===== config.mk =====
export PLATFORM = sky130hd
export DESIGN_NAME = muldiv_seq_flat
export DESIGN_NICKNAME = d
export VERILOG_FILES = /design/src/rtl/muldiv_if.sv /design/src/rtl/muldiv_seq.sv /design/src/flat_wrapper.sv
export SDC_FILE = /design/constraint.sdc
export NUM_CORES = 1
export LEC_CHECK = 0
export ABC_CLOCK_PERIOD_IN_PS = 7100
export CORE_MARGIN = 5
export CORE_UTILIZATION = 35
export CTS_BUF_LIST = sky130_fd_sc_hd__clkbuf_8
export DETAILED_ROUTE_END_ITERATION = 8
export PLACE_DENSITY_LB_ADDON = 0.15
export RECOVER_POWER = 25
export SLEW_MARGIN = 5
export SYNTH_ARGS = -nofsm -noshare
export SYNTH_HDL_FRONTEND = slang
export SYNTH_SLANG_ARGS = --single-unit

===== constraint.sdc =====
create_clock -name clk -period 7.1 [get_ports clk]
set_clock_uncertainty 0.15 [all_clocks]
set_input_delay 2.13 -clock clk [delete_from_list [all_inputs] [get_ports clk]]
set_output_delay 2.13 -clock clk [all_outputs]
set_load 0.02 [all_outputs]

===== src/rtl/muldiv_if.sv =====
// muldiv_if: issue/writeback handshake between the core and the iterative RV32M unit
interface muldiv_if;
  logic        start;
  logic [2:0]  funct3;
  logic [3:0]  rd;
  logic [31:0] rs1_val;
  logic [31:0] rs2_val;
  logic        busy;
  logic        wreq;
  logic [3:0]  windex;
  logic [31:0] wdata;
  modport master (output start, funct3, rd, rs1_val, rs2_val, input busy, wreq, windex, wdata);
  modport slave (input start, funct3, rd, rs1_val, rs2_val, output busy, wreq, windex, wdata);
endinterface


===== src/rtl/muldiv_seq.sv =====
// muldiv_seq: 32-iteration shift-add multiply / restoring divide on operand magnitudes, sign fixed in DONE
module muldiv_seq (
  input logic     clk,
  input logic     rst,
  muldiv_if.slave bus
);
  typedef enum logic [1:0] {IDLE, CALC, DONE} state_t;
  state_t      state_q, state_d;
  logic [4:0]  cnt_q, cnt_d;
  logic [2:0]  op_q, op_d;
  logic [3:0]  rd_q, rd_d, windex_q, windex_d;
  logic [31:0] b_q, b_d, wdata_q, wdata_d;
  logic [63:0] acc_q, acc_d;
  logic        sq_q, sq_d, sr_q, sr_d, dz_q, dz_d;
  logic        sa, sb, busy, wreq;
  logic [31:0] ma, mb, quo, rem, res;
  logic [32:0] msum, dtrial;
  logic [63:0] prod;
  always_ff @(posedge clk or posedge rst)
    if (rst) begin
      state_q  <= IDLE;
      cnt_q    <= '0;
      op_q     <= '0;
      rd_q     <= '0;
      b_q      <= '0;
      acc_q    <= '0;
      sq_q     <= 1'b0;
      sr_q     <= 1'b0;
      dz_q     <= 1'b0;
      windex_q <= '0;
      wdata_q  <= '0;
    end else begin
      state_q  <= state_d;
      cnt_q    <= cnt_d;
      op_q     <= op_d;
      rd_q     <= rd_d;
      b_q      <= b_d;
      acc_q    <= acc_d;
      sq_q     <= sq_d;
      sr_q     <= sr_d;
      dz_q     <= dz_d;
      windex_q <= windex_d;
      wdata_q  <= wdata_d;
    end
  // acc holds {hi, multiplier} for multiply and {remainder, dividend->quotient} for divide
  always_comb begin
    sa     = (bus.funct3[2] ? !bus.funct3[0] : bus.funct3[1:0] != 2'b11) && bus.rs1_val[31];
    sb     = (bus.funct3[2] ? !bus.funct3[0] : !bus.funct3[1]) && bus.rs2_val[31];
    ma     = sa ? -bus.rs1_val : bus.rs1_val;
    mb     = sb ? -bus.rs2_val : bus.rs2_val;
    msum   = {1'b0, acc_q[63:32]} + (acc_q[0] ? {1'b0, b_q} : 33'd0);
    dtrial = acc_q[63:31] - {1'b0, b_q};
    state_d = state_q;
    cnt_d   = cnt_q;
    op_d    = op_q;
    rd_d    = rd_q;
    b_d     = b_q;
    acc_d   = acc_q;
    sq_d    = sq_q;
    sr_d    = sr_q;
    dz_d    = dz_q;
    if (state_q == IDLE && bus.start) begin
      state_d = CALC;
      cnt_d   = '0;
      op_d    = bus.funct3;
      rd_d    = bus.rd;
      b_d     = bus.funct3[2] ? mb : ma;
      acc_d   = {32'd0, bus.funct3[2] ? ma : mb};
      sq_d    = sa ^ sb;
      sr_d    = sa;
      dz_d    = bus.rs2_val == '0;
    end
    if (state_q == CALC) begin
      cnt_d   = cnt_q + 5'd1;
      acc_d   = op_q[2] ? (dtrial[32] ? {acc_q[62:0], 1'b0} : {dtrial[31:0], acc_q[30:0], 1'b1})
                        : {msum, acc_q[31:1]};
      state_d = cnt_q == 5'd31 ? DONE : CALC;
    end
    if (state_q == DONE) state_d = IDLE;
  end
  always_comb begin
    prod     = sq_q ? -acc_q : acc_q;
    quo      = dz_q ? '1 : (sq_q ? -acc_q[31:0] : acc_q[31:0]);
    rem      = sr_q ? -acc_q[63:32] : acc_q[63:32];
    res      = op_q[2] ? (op_q[1] ? rem : quo) : (op_q[1:0] == 2'b00 ? prod[31:0] : prod[63:32]);
    busy     = state_q != IDLE;
    wreq     = state_q == DONE && rd_q != '0;
    windex_d = wreq ? rd_q : windex_q;
    wdata_d  = wreq ? res : wdata_q;
  end
  assign bus.busy   = busy;
  assign bus.wreq   = wreq;
  assign bus.windex = windex_d;
  assign bus.wdata  = wdata_d;
endmodule


===== src/flat_wrapper.sv =====
// flat-port wrapper written by rule: the top's interface ports become plain ports
module muldiv_seq_flat 
  (clk, rst, bus_start, bus_funct3, bus_rd, bus_rs1_val, bus_rs2_val, bus_busy, bus_wreq, bus_windex, bus_wdata);
  muldiv_if bus_i ();
  input logic clk;
  input logic rst;
  input wire logic [$bits(bus_i.start)-1:0] bus_start;
  input wire logic [$bits(bus_i.funct3)-1:0] bus_funct3;
  input wire logic [$bits(bus_i.rd)-1:0] bus_rd;
  input wire logic [$bits(bus_i.rs1_val)-1:0] bus_rs1_val;
  input wire logic [$bits(bus_i.rs2_val)-1:0] bus_rs2_val;
  output wire logic [$bits(bus_i.busy)-1:0] bus_busy;
  output wire logic [$bits(bus_i.wreq)-1:0] bus_wreq;
  output wire logic [$bits(bus_i.windex)-1:0] bus_windex;
  output wire logic [$bits(bus_i.wdata)-1:0] bus_wdata;
  assign bus_i.start = bus_start;
  assign bus_i.funct3 = bus_funct3;
  assign bus_i.rd = bus_rd;
  assign bus_i.rs1_val = bus_rs1_val;
  assign bus_i.rs2_val = bus_rs2_val;
  assign bus_busy = bus_i.busy;
  assign bus_wreq = bus_i.wreq;
  assign bus_windex = bus_i.windex;
  assign bus_wdata = bus_i.wdata;
  muldiv_seq u_core (.clk(clk), .rst(rst), .bus(bus_i));
endmodule

==> results <==
- The data arrival time of the critical path is 4500 ps.
- The final total negative setup slack is 0 ps.
- The flow ran to the end, but the final reports show violations.
- The layout filler cell count is 4362.
- The count of buffer and inverter cells on the critical path is 2.
- The detailed-router iteration count before antenna repair is 6.
- Entering global routing, the biggest net connects 74 pins.
- The largest fanout of any net on the critical path is 8.
- The post-CTS resize count is 0.
- The minimum setup slack in the final design is 316 ps.
- The floorplan core area is 0.0419 mm^2.
- Synthesis produced a netlist whose cell count is 1921.
- In this run the power density over the cells is 550 mW/mm^2.
- For this run, the top clock speed supported by timing is 147 MHz.
- Input and output buffers added on the ports amount to 111.
- The leakage power summed over all cells is 0.00681 uW.
- The number of standard-cell rows in the floorplan is 75.
- For this run, asynchronously set or reset flops after synthesis account for 100%.
- The post-synthesis register bit count is 149.
- The count of cell types in the netlist is 83.
- The max-slew violation count is 74.
- The hold violation total from the final report is 0.
- The register area is 0.00373 mm^2.
- The final routed wirelength across all metal layers is 55900 um.
- The first global-routing pass estimated 85500 um of wire.
- The count of yosys warnings during synthesis is 0.
- TritonCTS built the clock tree.
- The total DRC errors in the routed layout is 0.
- Among all flip-flop cells after synthesis, the most frequent one is sky130_fd_sc_hd__dfrtp_1.
- The congestion estimate from routability-driven global placement came to 0.943.
- The overall power consumption is 9170 uW.
- In this run, synthesis inferred 0 flip-flops with an integrated enable.
- In this run the post-CTS setup repair buffer count came out at 0.
- The clock reaches the later pin of the worst-skew pair after 520 ps.
- The stage delay of the slowest cell on the critical path is 650 ps.
- In this run the vertical extent of the chip is 216 um.
- The share of final-layout standard cells stronger than drive strength 1 is 5.27%.
- The multi-input gate area in the final layout is 0.0103 mm^2.
- Hold repair after CTS inserted 0 buffers.
- The relative max-transition margin is -125%.
- The via count is 14622.
- The path class of the tightest hold or removal check is register to register.
- The area of the die is 0.0466 mm^2.
- The final period utilization is 95.5%.
- The critical-path cell with the highest stage delay is sky130_fd_sc_hd__clkdlybuf4s50_1.
- The checks that failed: max-capacitance violations, max-slew violations.
- The number of antenna-violating nets in the routed design is 0.
- Counting I/O delays and the setup requirement, the final critical path takes 6780 ps.
- Setup violations remaining at the end of the flow were counted as 0.
- The worst setup path category is register to primary output.
- Global routing used 23.4% of the available tracks.
- The net count after synthesis is 2067.
- The floorplan die width is 216 um.
- The transition time at the pin with the least slew margin is 3350 ps.
- The initial antenna violation count is 0.
- The total clock buffers created by CTS is 17.
- The startpoint type of the worst setup path is a register.
- The average routed wire per standard cell is 22.4 um.
- The minimum setup slack after placement is 857 ps.
- The root buffer cell is sky130_fd_sc_hd__clkbuf_8.
- The number of primary I/O pins is 112.
- The wire-length estimate of the detail-placed layout is 43600 um.
- The total number of clock tree sinks is 149.
- The level count of the clock H-tree is 4.
- Grouping stages by cell kind, the critical path spends the most delay in simple AND/OR/NAND/NOR gates.
- The area growth from synthesis to layout is 12.3%.
- The register area share after synthesis is 25.1%.
- Setup repair after global routing left no endpoint under its margin.
- The clock transition time at the flip-flop clock pins of the worst setup and hold paths is 110 ps.
- By instance count, the cell type seen most on the critical path is sky130_fd_sc_hd__o21ai_0.
- The initial utilization of the core area, before any placement, comes to 35.4%.
- The maximum VDD drop is 0.306 mV.
- For the worst setup path, the data required time is 4820 ps.
- The number of max-cap violations is 1.
- Summing every instance area after synthesis gives 0.0149 mm^2.
- The net count of the finished layout is 2088.
- The residual overflow from global routing is 0.
- The mean number of vias per cell is 5.86.
- The worst setup path is captured at a primary output.
- The number of DRC markers after the initial detailed-route iteration is 1534.
- The number of global-route vias before repair is 13755.
- The critical path goes through inv_1 -> ha_1 -> or4b_2 -> nor2_2 -> nand4_1 -> nand2b_1 -> o21ai_0 -> xor2_1 -> a221oi_1 -> a21oi_1 -> o21ai_0 -> clkdlybuf4s50_1.
- A synthesized cell averages 7.73 um^2.
- The maximum buffer depth of the clock tree is 2.
cells in the mapped netlist (5+ instances only):
library cell               count  share of area, %
sky130_fd_sc_hd__nor4_1       15              0.63
sky130_fd_sc_hd__o31ai_1      28               1.4
sky130_fd_sc_hd__ha_1         70               5.9
sky130_fd_sc_hd__mux2i_1      63               4.2
sky130_fd_sc_hd__a22oi_1      29               1.5
sky130_fd_sc_hd__nor3_1       29              0.98
sky130_fd_sc_hd__nand2_1     228               5.8
sky130_fd_sc_hd__buf_1        11              0.28
sky130_fd_sc_hd__xor2_1       88               5.2
sky130_fd_sc_hd__a21oi_1     139               4.7
sky130_fd_sc_hd__or3_1        26               1.1
sky130_fd_sc_hd__nand2b_1     14              0.59
sky130_fd_sc_hd__dfrtp_1     149                25
sky130_fd_sc_hd__buf_6         5              0.38
sky130_fd_sc_hd__clkbuf_1    119               3.0
sky130_fd_sc_hd__o211ai_1     27               1.4
sky130_fd_sc_hd__o221ai_1      9              0.53
sky130_fd_sc_hd__a221oi_1     13              0.77
sky130_fd_sc_hd__or4_1        16              0.81
sky130_fd_sc_hd__or2_2        12              0.51
sky130_fd_sc_hd__nand4_1      11              0.46
sky130_fd_sc_hd__xnor2_1     107               6.3
sky130_fd_sc_hd__inv_1        59               1.5
sky130_fd_sc_hd__nand3_1      33               1.1
sky130_fd_sc_hd__a221o_1       9              0.61
sky130_fd_sc_hd__o21ai_0     132               4.4
sky130_fd_sc_hd__nor2b_1      18              0.76
sky130_fd_sc_hd__and3_1       14              0.59
sky130_fd_sc_hd__a211o_1       5              0.29
sky130_fd_sc_hd__and2_1       14              0.59
sky130_fd_sc_hd__a21boi_0      6              0.30
sky130_fd_sc_hd__o41ai_1      15              0.88
sky130_fd_sc_hd__a211oi_1     48               2.4
sky130_fd_sc_hd__o21bai_1      6              0.30
sky130_fd_sc_hd__nor2_1      145               3.7
sky130_fd_sc_hd__o21a_1        8              0.40
sky130_fd_sc_hd__a21o_1       35               1.8
sky130_fd_sc_hd__a31oi_1      24               1.0
sky130_fd_sc_hd__o21ai_1      52               1.8
worst min-delay path, stage by stage, from the launching register on:
cell	delay, ps
sky130_fd_sc_hd__dfrtp_1	340
sky130_fd_sc_hd__nand2_1	40
sky130_fd_sc_hd__nand2_1	70
cell usage in the layout, fill, tap and decap left out, types with 27 or more instances in the layout:
cell type	count
sky130_fd_sc_hd__a211oi_1	48
sky130_fd_sc_hd__a21o_1	35
sky130_fd_sc_hd__a21oi_1	139
sky130_fd_sc_hd__a22oi_1	29
sky130_fd_sc_hd__buf_4	30
sky130_fd_sc_hd__clkdlybuf4s50_1	109
sky130_fd_sc_hd__dfrtp_1	147
sky130_fd_sc_hd__ha_1	70
sky130_fd_sc_hd__inv_1	58
sky130_fd_sc_hd__mux2i_1	63
sky130_fd_sc_hd__nand2_1	228
sky130_fd_sc_hd__nand3_1	34
sky130_fd_sc_hd__nor2_1	144
sky130_fd_sc_hd__nor3_1	29
sky130_fd_sc_hd__o211ai_1	27
sky130_fd_sc_hd__o21ai_0	133
sky130_fd_sc_hd__o21ai_1	51
sky130_fd_sc_hd__o31ai_1	29
sky130_fd_sc_hd__or3_1	27
sky130_fd_sc_hd__xnor2_1	107
sky130_fd_sc_hd__xor2_1	88
logic make-up (layout without fill, tap and decap cells):
logic type	count (synthesis)	after routing	synth area share, %
AO/OA/AOI/OAI	633	633	27.9
AND/OR/NAND/NOR	609	609	19.7
buffers and inverters	200	234	5.43
XOR/XNOR	195	195	11.5
flip-flops	149	149	25.1
adder cells (fa/ha/maj)	72	72	6.17
multiplexers	63	63	4.25
other	0	1	0
stage by stage:
stage,hold WS (ps),instances,utilization [%],cell area [um^2]
2_1_floorplan,299,1921,-,14900
3_3_place_gp,308,2462,38.9,16300
3_5_place_dp,316,2462,38.9,16300
4_1_cts,343,2494,39.8,16700
5_1_grt,358,2494,39.7,16700
6_report,333,2495,39.7,16700
final timing paths:
| path | start | to | slack, ps | cells after the start |
|---|---|---|---|---|
| hold / removal | u_core.windex_q[2]$_DFF_PP0_ | u_core.windex_q[2]$_DFF_PP0_ | 330 | 2 |
| min in group asynchronous | rst | u_core.cnt_q[3]$_DFFE_PP0P_ | 2860 | 2 |
| setup / recovery | u_core.acc_q[32]$_DFFE_PP0P_ | bus_wdata[28] | 320 | 12 |
| hold reg to reg | u_core.windex_q[2]$_DFF_PP0_ | u_core.windex_q[2]$_DFF_PP0_ | 330 | 2 |
| max in group asynchronous | rst | u_core.acc_q[51]$_DFFE_PP0P_ | 2150 | 3 |
| setup reg to reg | u_core.acc_q[31]$_DFFE_PP0P_ | u_core.acc_q[48]$_DFFE_PP0P_ | 2400 | 12 |
sequential cells by signal (all words and copies together), names as in the netlist:
name,cells
u_core.state_q,2
u_core.windex_q,4
u_core.op_q,3
u_core.b_q,32
u_core.cnt_q,5
u_core.dz_q,1
u_core.sr_q,1
u_core.rd_q,4
u_core.acc_q,64
u_core.wdata_q,32
u_core.sq_q,1
cell type report:
cell class / count / share of cell area (%)
Sequential cell: 149 / 22.4
Clock buffer: 19 / 1.57
Antenna cell: 1 / 0.0150
Inverter: 61 / 1.38
Clock inverter: 13 / 0.758
Timing Repair Buffer: 141 / 7.99
Tap cell: 539 / 4.05
Multi-Input combinational cell: 1572 / 61.9
power by group:
group	leakage, uW	total, uW	internal [uW]	switching [uW]
sequential	0.00183	1940	1260	681
clock	0.000195	690	278	412
combinational	0.00479	6540	2600	3940
routing by layer:
layer | up-vias | wire (um) | share of wire [%] | track usage, %
li1 | 7015 | - | - | -
met1 | 7041 | 26300 | 47 | 34.0
met2 | 512 | 25100 | 45 | 36.9
met3 | 54 | 3240 | 5.8 | 3.04
met4 | 0 | 1270 | 2.3 | 5.87
met5 | - | 0 | 0 | 0
(Power assumes the default switching activity.)
==> patch 1: new RTL, same settings <==
Take the reset off `b_q` and load it in a clocked block of its own.
--- a/src/rtl/muldiv_seq.sv
+++ b/src/rtl/muldiv_seq.sv
@@ -24,3 +24,2 @@
       rd_q     <= '0;
-      b_q      <= '0;
       acc_q    <= '0;
@@ -36,3 +35,2 @@
       rd_q     <= rd_d;
-      b_q      <= b_d;
       acc_q    <= acc_d;
@@ -44,2 +42,6 @@
     end
+
+  always_ff @(posedge clk) begin
+    b_q <= b_d;
+  end
   // acc holds {hi, multiplier} for multiply and {remainder, dividend->quotient} for divide
Behaviour: same outputs for any inputs over 10 cycles, from zero or initial values and one cycle with rst high; that may be too few to reach the edited logic, so the function may still have changed.
==> patch 1 against the unedited design <==
The run still ends with max-capacitance violations, max-slew violations left. First-iteration DRC count shrank 19%. Synthesized area shrank 1.3%. Power shrank 11%. Wire length shrank 2.8%. Synthesized cell count shrank 1.2%. Final area shrank 0.34%. Core utilization grew 0.13 points. Maximum frequency shrank 4.3%. Worst setup slack lost 300 ps. Cell count shrank 0.60%. Critical path depth shrank 3. Sequential cell count is the same. Clock power grew 1%. Critical path type unchanged. Critical endpoint is now bus_wdata[30].
==> patch 1: results (changes against the unedited design) <==
DR top layer met4 (unchanged); Net Count, Synth 2,043 (was 2,067); initial DRC count 1,241 (was 1,534); fillers 4,444 (was 4,362); pre-CTS setup slack 739 ps (was 857 ps); Worst-Margin Slew 3040 ps (was 3350 ps); placed cells 2,448 (was 2,462); global-route wire length before repair 83.4 mm (was 85.5 mm); final wirelength 54.4 mm (was 55.9 mm); Pleak 6.71 nW (was 6.81 nW); biggest regs u_core.acc_q: 64 flops, u_core.b_q: 32 flops, u_core.wdata_q: 32 flops (unchanged); Synth area leaders dfrtp_1 20%, edfxtp_1 6.6%, xnor2_1 6.4% (was dfrtp_1 25%, xnor2_1 6.3%, ha_1 5.9%); hold endpoint u_core.windex_q[2]$_DFF_PP0_ (unchanged); antenna fix cells 0 (was 1); vias in the first global route 13,926 (was 13,755); CP max stage cell nor4_1 (was clkdlybuf4s50_1); delay of the slowest critical-path stage 890 ps (was 650 ps); Sequential Area 3890 um2 (was 3730 um2); top post-synthesis cells by count 215 x nand2_1, 184 x nor2_1, 156 x a21oi_1 (was 228 x nand2_1, 149 x dfrtp_1, 145 x nor2_1); Worst Path Buf+Inv 1 (was 2); crit path DAT 4810 ps (was 4500 ps); sequential fraction of the synthesis area 26.5% (was 25.1%); largest net degree at the start of global routing 72 (was 74); metal1 wirelength 25.3 mm (was 26.3 mm); Placed Area 16,200 um2 (was 16,300 um2); initial antenna violation count 0 (unchanged); number of flops mapped to enable cells by yosys 32 (was 0); Reg-to-Reg End u_core.acc_q[51]$_DFFE_PP0P_ (was u_core.acc_q[48]$_DFFE_PP0P_); outcome finished with violations (unchanged); syn avg cell area 7.72 um2 (was 7.73 um2); Detailed Routing Iterations Pass 1 5 (was 6); Reg2Reg Depth 14 (was 12); drt wl/cell 21.9 um (was 22.4 um); nets 2,074 (was 2,088); CP startpoint u_core.acc_q[46]$_DFFE_PP0P_ (was u_core.acc_q[32]$_DFFE_PP0P_); HPWL after detailed placement 41.6 mm (was 43.6 mm); routed length on met2 24.0 mm (was 25.1 mm); Slew Limit Fails 192 (was 74); total track usage 22.9% (was 23.4%); FFs w/ async S/R, synth 78.5% (was 100%); worst-path maximum fanout 9 (was 8); Avg Vias per Cell 5.82 (was 5.86); Hold Slack 333 ps (about the same); max-cap violation count 3 (was 1); layout cells sized above 1 5.51% (was 5.27%); failing checks max-capacitance violations, max-slew violations (unchanged); met3 WL 3.05 mm (was 3.24 mm); RD Place Congestion 0.921 (was 0.943); synth warn 0 (unchanged); Synth cell types 77 (was 83); Max rail drop VDD 0.225 mV (was 0.306 mV); internal reg-to-reg setup slack 2520 ps (was 2400 ps)
[patch 1: report_power, final]
group / internal (mW) / switching (mW)
Combinational: 2.23 / 3.45
Sequential: 1.24 / 0.517
Clock: 0.315 / 0.383
Total: 3.78 / 4.35
[patch 1: worst min-delay path: stages (launching register included)]
cell and delay (ps):
dfrtp_1 340, nand2_1 40, nand2_1 70
[patch 1: area by class of cell]
cell class | count | share of cell area, %
clock buffers | 17 | 1.41
flip-flops and latches | 149 | 23.4
inverters | 65 | 1.48
well taps | 539 | 4.06
multi-input cells | 1546 | 60.3
repair buffers | 149 | 8.41
clock inverters | 15 | 0.934
[patch 1: worst max-delay path by stage]
stage / endpoint / slack, ps / depth (start not counted)
final: bus_wdata[30] / 10 / 9
after CTS: bus_wdata[30] / 160 / 9
after global placement: bus_wdata[30] / 710 / 9
after floorplan: bus_wdata[19] / 1280 / 11
after global routing: bus_wdata[7] / 10 / 10
after detailed placement: bus_wdata[31] / 740 / 11
[patch 1: logic make-up (layout without fill, tap and decap cells)]
family	after synthesis	in the layout	synth area share [%]
simple gates	618	618	19.7
compound gates	596	596	26.2
xor+xnor	204	204	12.2
buf+inv	202	246	5.27
flops	149	149	26.5
fa+ha+maj	72	72	6.25
mux	56	56	3.83
[patch 1: routing by layer]
metal  vias up  global-route usage (%)
met2       463                    35.7
met4         0                    8.76
met1      6972                    32.4
met3        68                    3.12
li1       6931                       -
met5         -                       0
==> patch 2: new RTL, same settings <==
Without the edit above. The 3 states of `state_t` get a one-hot encoding in 3 bits.
--- a/src/rtl/muldiv_seq.sv
+++ b/src/rtl/muldiv_seq.sv
@@ -6,3 +6,3 @@
 );
-  typedef enum logic [1:0] {IDLE, CALC, DONE} state_t;
+  typedef enum logic [2:0] {IDLE = 3'b001, CALC = 3'b010, DONE = 3'b100} state_t;
   state_t      state_q, state_d;
Behaviour: no difference found for any inputs over 10 cycles, from zero or initial values and one cycle with rst high; not proved beyond that.
==> patch 2 against the unedited design <==
The run still ends with max-capacitance violations, max-slew violations left. Sequential power shrank 14%. Power decreased by 21%. Sequential share of layout area rose by 0.39 points. Core utilization increased by 0.57 points. Synthesized cell count shrank 2.2%. Sequential cell count rose by 1. Non-clock buffer count rose by 5. Register-to-register slack worse by 50 ps. Maximum frequency hardly changed. Worst setup slack better by 6.0 ps. Final area fell by 1.0%. Wire length is 3.0% lower. Hold slack worse by 5.6 ps. Synthesized area down 2.3%. Largest cell class unchanged.
==> patch 2: results (changes against the unedited design) <==
outcome finished with violations (unchanged); failing checks max-capacitance violations, max-slew violations (unchanged); Reg2Reg Depth 15 (was 12); M3 GR Usage 2.81% (was 3.04%); Reg-to-Reg End u_core.acc_q[48]$_DFFE_PP0P_ (unchanged); Slew Limit Fails 64 (was 74); critical path endpoint bus_wdata[21] (was bus_wdata[28]); top post-synthesis cells by count 250 x nand2_1, 188 x o21ai_0, 149 x dfrtp_1 (was 228 x nand2_1, 149 x dfrtp_1, 145 x nor2_1); Detailed Routing Iterations Pass 1 5 (was 6); largest net degree at the start of global routing 99 (was 74); Max rail drop VDD 0.145 mV (was 0.306 mV); Net Count, Synth 2,025 (was 2,067); internal reg-to-reg setup slack 2350 ps (was 2400 ps); top_reg_cell synth dfrtp_1 (unchanged); initial antenna violation count 1 (was 0); input/output buffers 111 (unchanged); antenna fix cells 0 (was 1); CTS resizes 0 (unchanged); Synth cell types 84 (was 83); sequential fraction of the synthesis area 25.9% (was 25.1%); Worst-Skew Late Latency 510 ps; FFs w/ async S/R, synth 100% (unchanged); Critical R2R Launch u_core.acc_q[31]$_DFFE_PP0P_ (unchanged); Synth area leaders dfrtp_1 26%, o21ai_0 6.5%, nand2_1 6.5% (was dfrtp_1 25%, xnor2_1 6.3%, ha_1 5.9%); met2 Usage GRT 36.9% (about the same); Worst-Margin Slew 2960 ps (was 3350 ps); global-route wire length before repair 83.4 mm (was 85.5 mm); Tightest Hold Check Type reg2reg (unchanged); Avg Vias per Cell 5.85 (was 5.86); TritonCTS buffer count 17 (unchanged); # Post-CTS Setup Buffers 0 (unchanged); vias in the first global route 13,646 (was 13,755); Pleak 6.73 nW (was 6.81 nW); layout cells sized above 1 5.50% (was 5.27%); clk buf depth 2 (unchanged); CP startpoint u_core.acc_q[10]$_DFFE_PP0P_ (was u_core.acc_q[32]$_DFFE_PP0P_); crit path DAT 4500 ps (about the same); total track usage 23.6% (was 23.4%); max-cap violation count 1 (unchanged); worst-path maximum fanout 10 (was 8); CTS clk-pin slew, worst paths 100 ps; synth warn 0 (unchanged); routing usage on met1 34.6% (was 34.0%); nets 2,062 (was 2,088); CTS root buf clkbuf_8 (unchanged); HPWL after detailed placement 42.3 mm (was 43.6 mm); RD Place Congestion 0.970 (was 0.943); initial DRC count 1,360 (was 1,534); Switching Share 53.2% (was 54.9%); H-tree depth 4 (unchanged); drt wl/cell 22.1 um (was 22.4 um); min-delay src u_core.wdata_q[15]$_DFF_PP0_ (was u_core.windex_q[2]$_DFF_PP0_); Yosys top cell area share 25.7% (was 25.1%); biggest regs u_core.acc_q: 64 flops, u_core.b_q: 32 flops, u_core.wdata_q: 32 flops (unchanged)
==> patch 2: power groups by stage <==
stage / combinational [mW] / clock, mW / sequential [mW]
5_1_grt: 5.25 / 0.808 / 1.70
3_5_place_dp: 4.72 / 0 / 1.66
6_report: 4.80 / 0.755 / 1.67
4_1_cts: 4.74 / 0.773 / 1.64
2_1_floorplan: 3.53 / 0 / 1.38
3_3_place_gp: 4.71 / 0 / 1.65
==> patch 2: worst min path at each step <==
stage	slack (ps)	cells after the start	endpoint
2_1_floorplan	300	1	u_core.cnt_q[3]$_DFFE_PP0P_
3_3_place_gp	310	2	u_core.wdata_q[9]$_DFF_PP0_
3_5_place_dp	310	2	u_core.wdata_q[15]$_DFF_PP0_
4_1_cts	330	2	u_core.wdata_q[15]$_DFF_PP0_
5_1_grt	350	2	u_core.windex_q[2]$_DFF_PP0_
6_report	330	2	u_core.wdata_q[15]$_DFF_PP0_
==> patch 2: critical path: stages, from the launching register on <==
cell             delay, ps
dfrtp_1                460
or4_4                  610
nor4_4                 330
nand4_2                190
or3_1                  550
or2_1                  420
o21ai_2                190
xnor2_1                130
nor2_1                  60
a211oi_1               230
a221o_1                200
clkdlybuf4s50_1        620
==> patch 2: cells by family after synthesis <==
logic type	after synthesis	synth area share, %
AO/OA/AOI/OAI	606	26.7
XOR/XNOR	194	11.7
adder cells (fa/ha/maj)	72	6.31
buffers and inverters	192	5.35
flip-flops	150	25.9
multiplexers	73	5.04
AND/OR/NAND/NOR	592	19.1
==> patch 2: per-layer routing <==
metal  share of wire (%)  up-vias  wire [um]
met2                  44      465      24100
met4                 2.2        0       1170
met1                  48     7025      25900
met5                   0        -          0
li1                    -     6850          -
met3                 5.6       58       3050
==> patch 2: cell type report <==
class                           count  area [um2]
Sequential cell                   150        3760
Multi-Input combinational cell   1537       10000
Clock inverter                     14         189
Inverter                           64         241
Fill cell                        4249       24400
Clock buffer                       17         234
Timing Repair Buffer              146        1380
Tap cell                          532         666
==> patch 2: metrics by stage <==
step | utilization (%) | area (um2) | std cells | setup slack [ps]
after floorplan | - | 14500 | 1879 | 785
after global placement | 39.3 | 16100 | 2429 | 822
after detailed placement | 39.3 | 16100 | 2429 | 767
after CTS | 40.3 | 16500 | 2460 | 184
after global routing | 40.3 | 16500 | 2460 | 90.2
final | 40.3 | 16500 | 2460 | 322
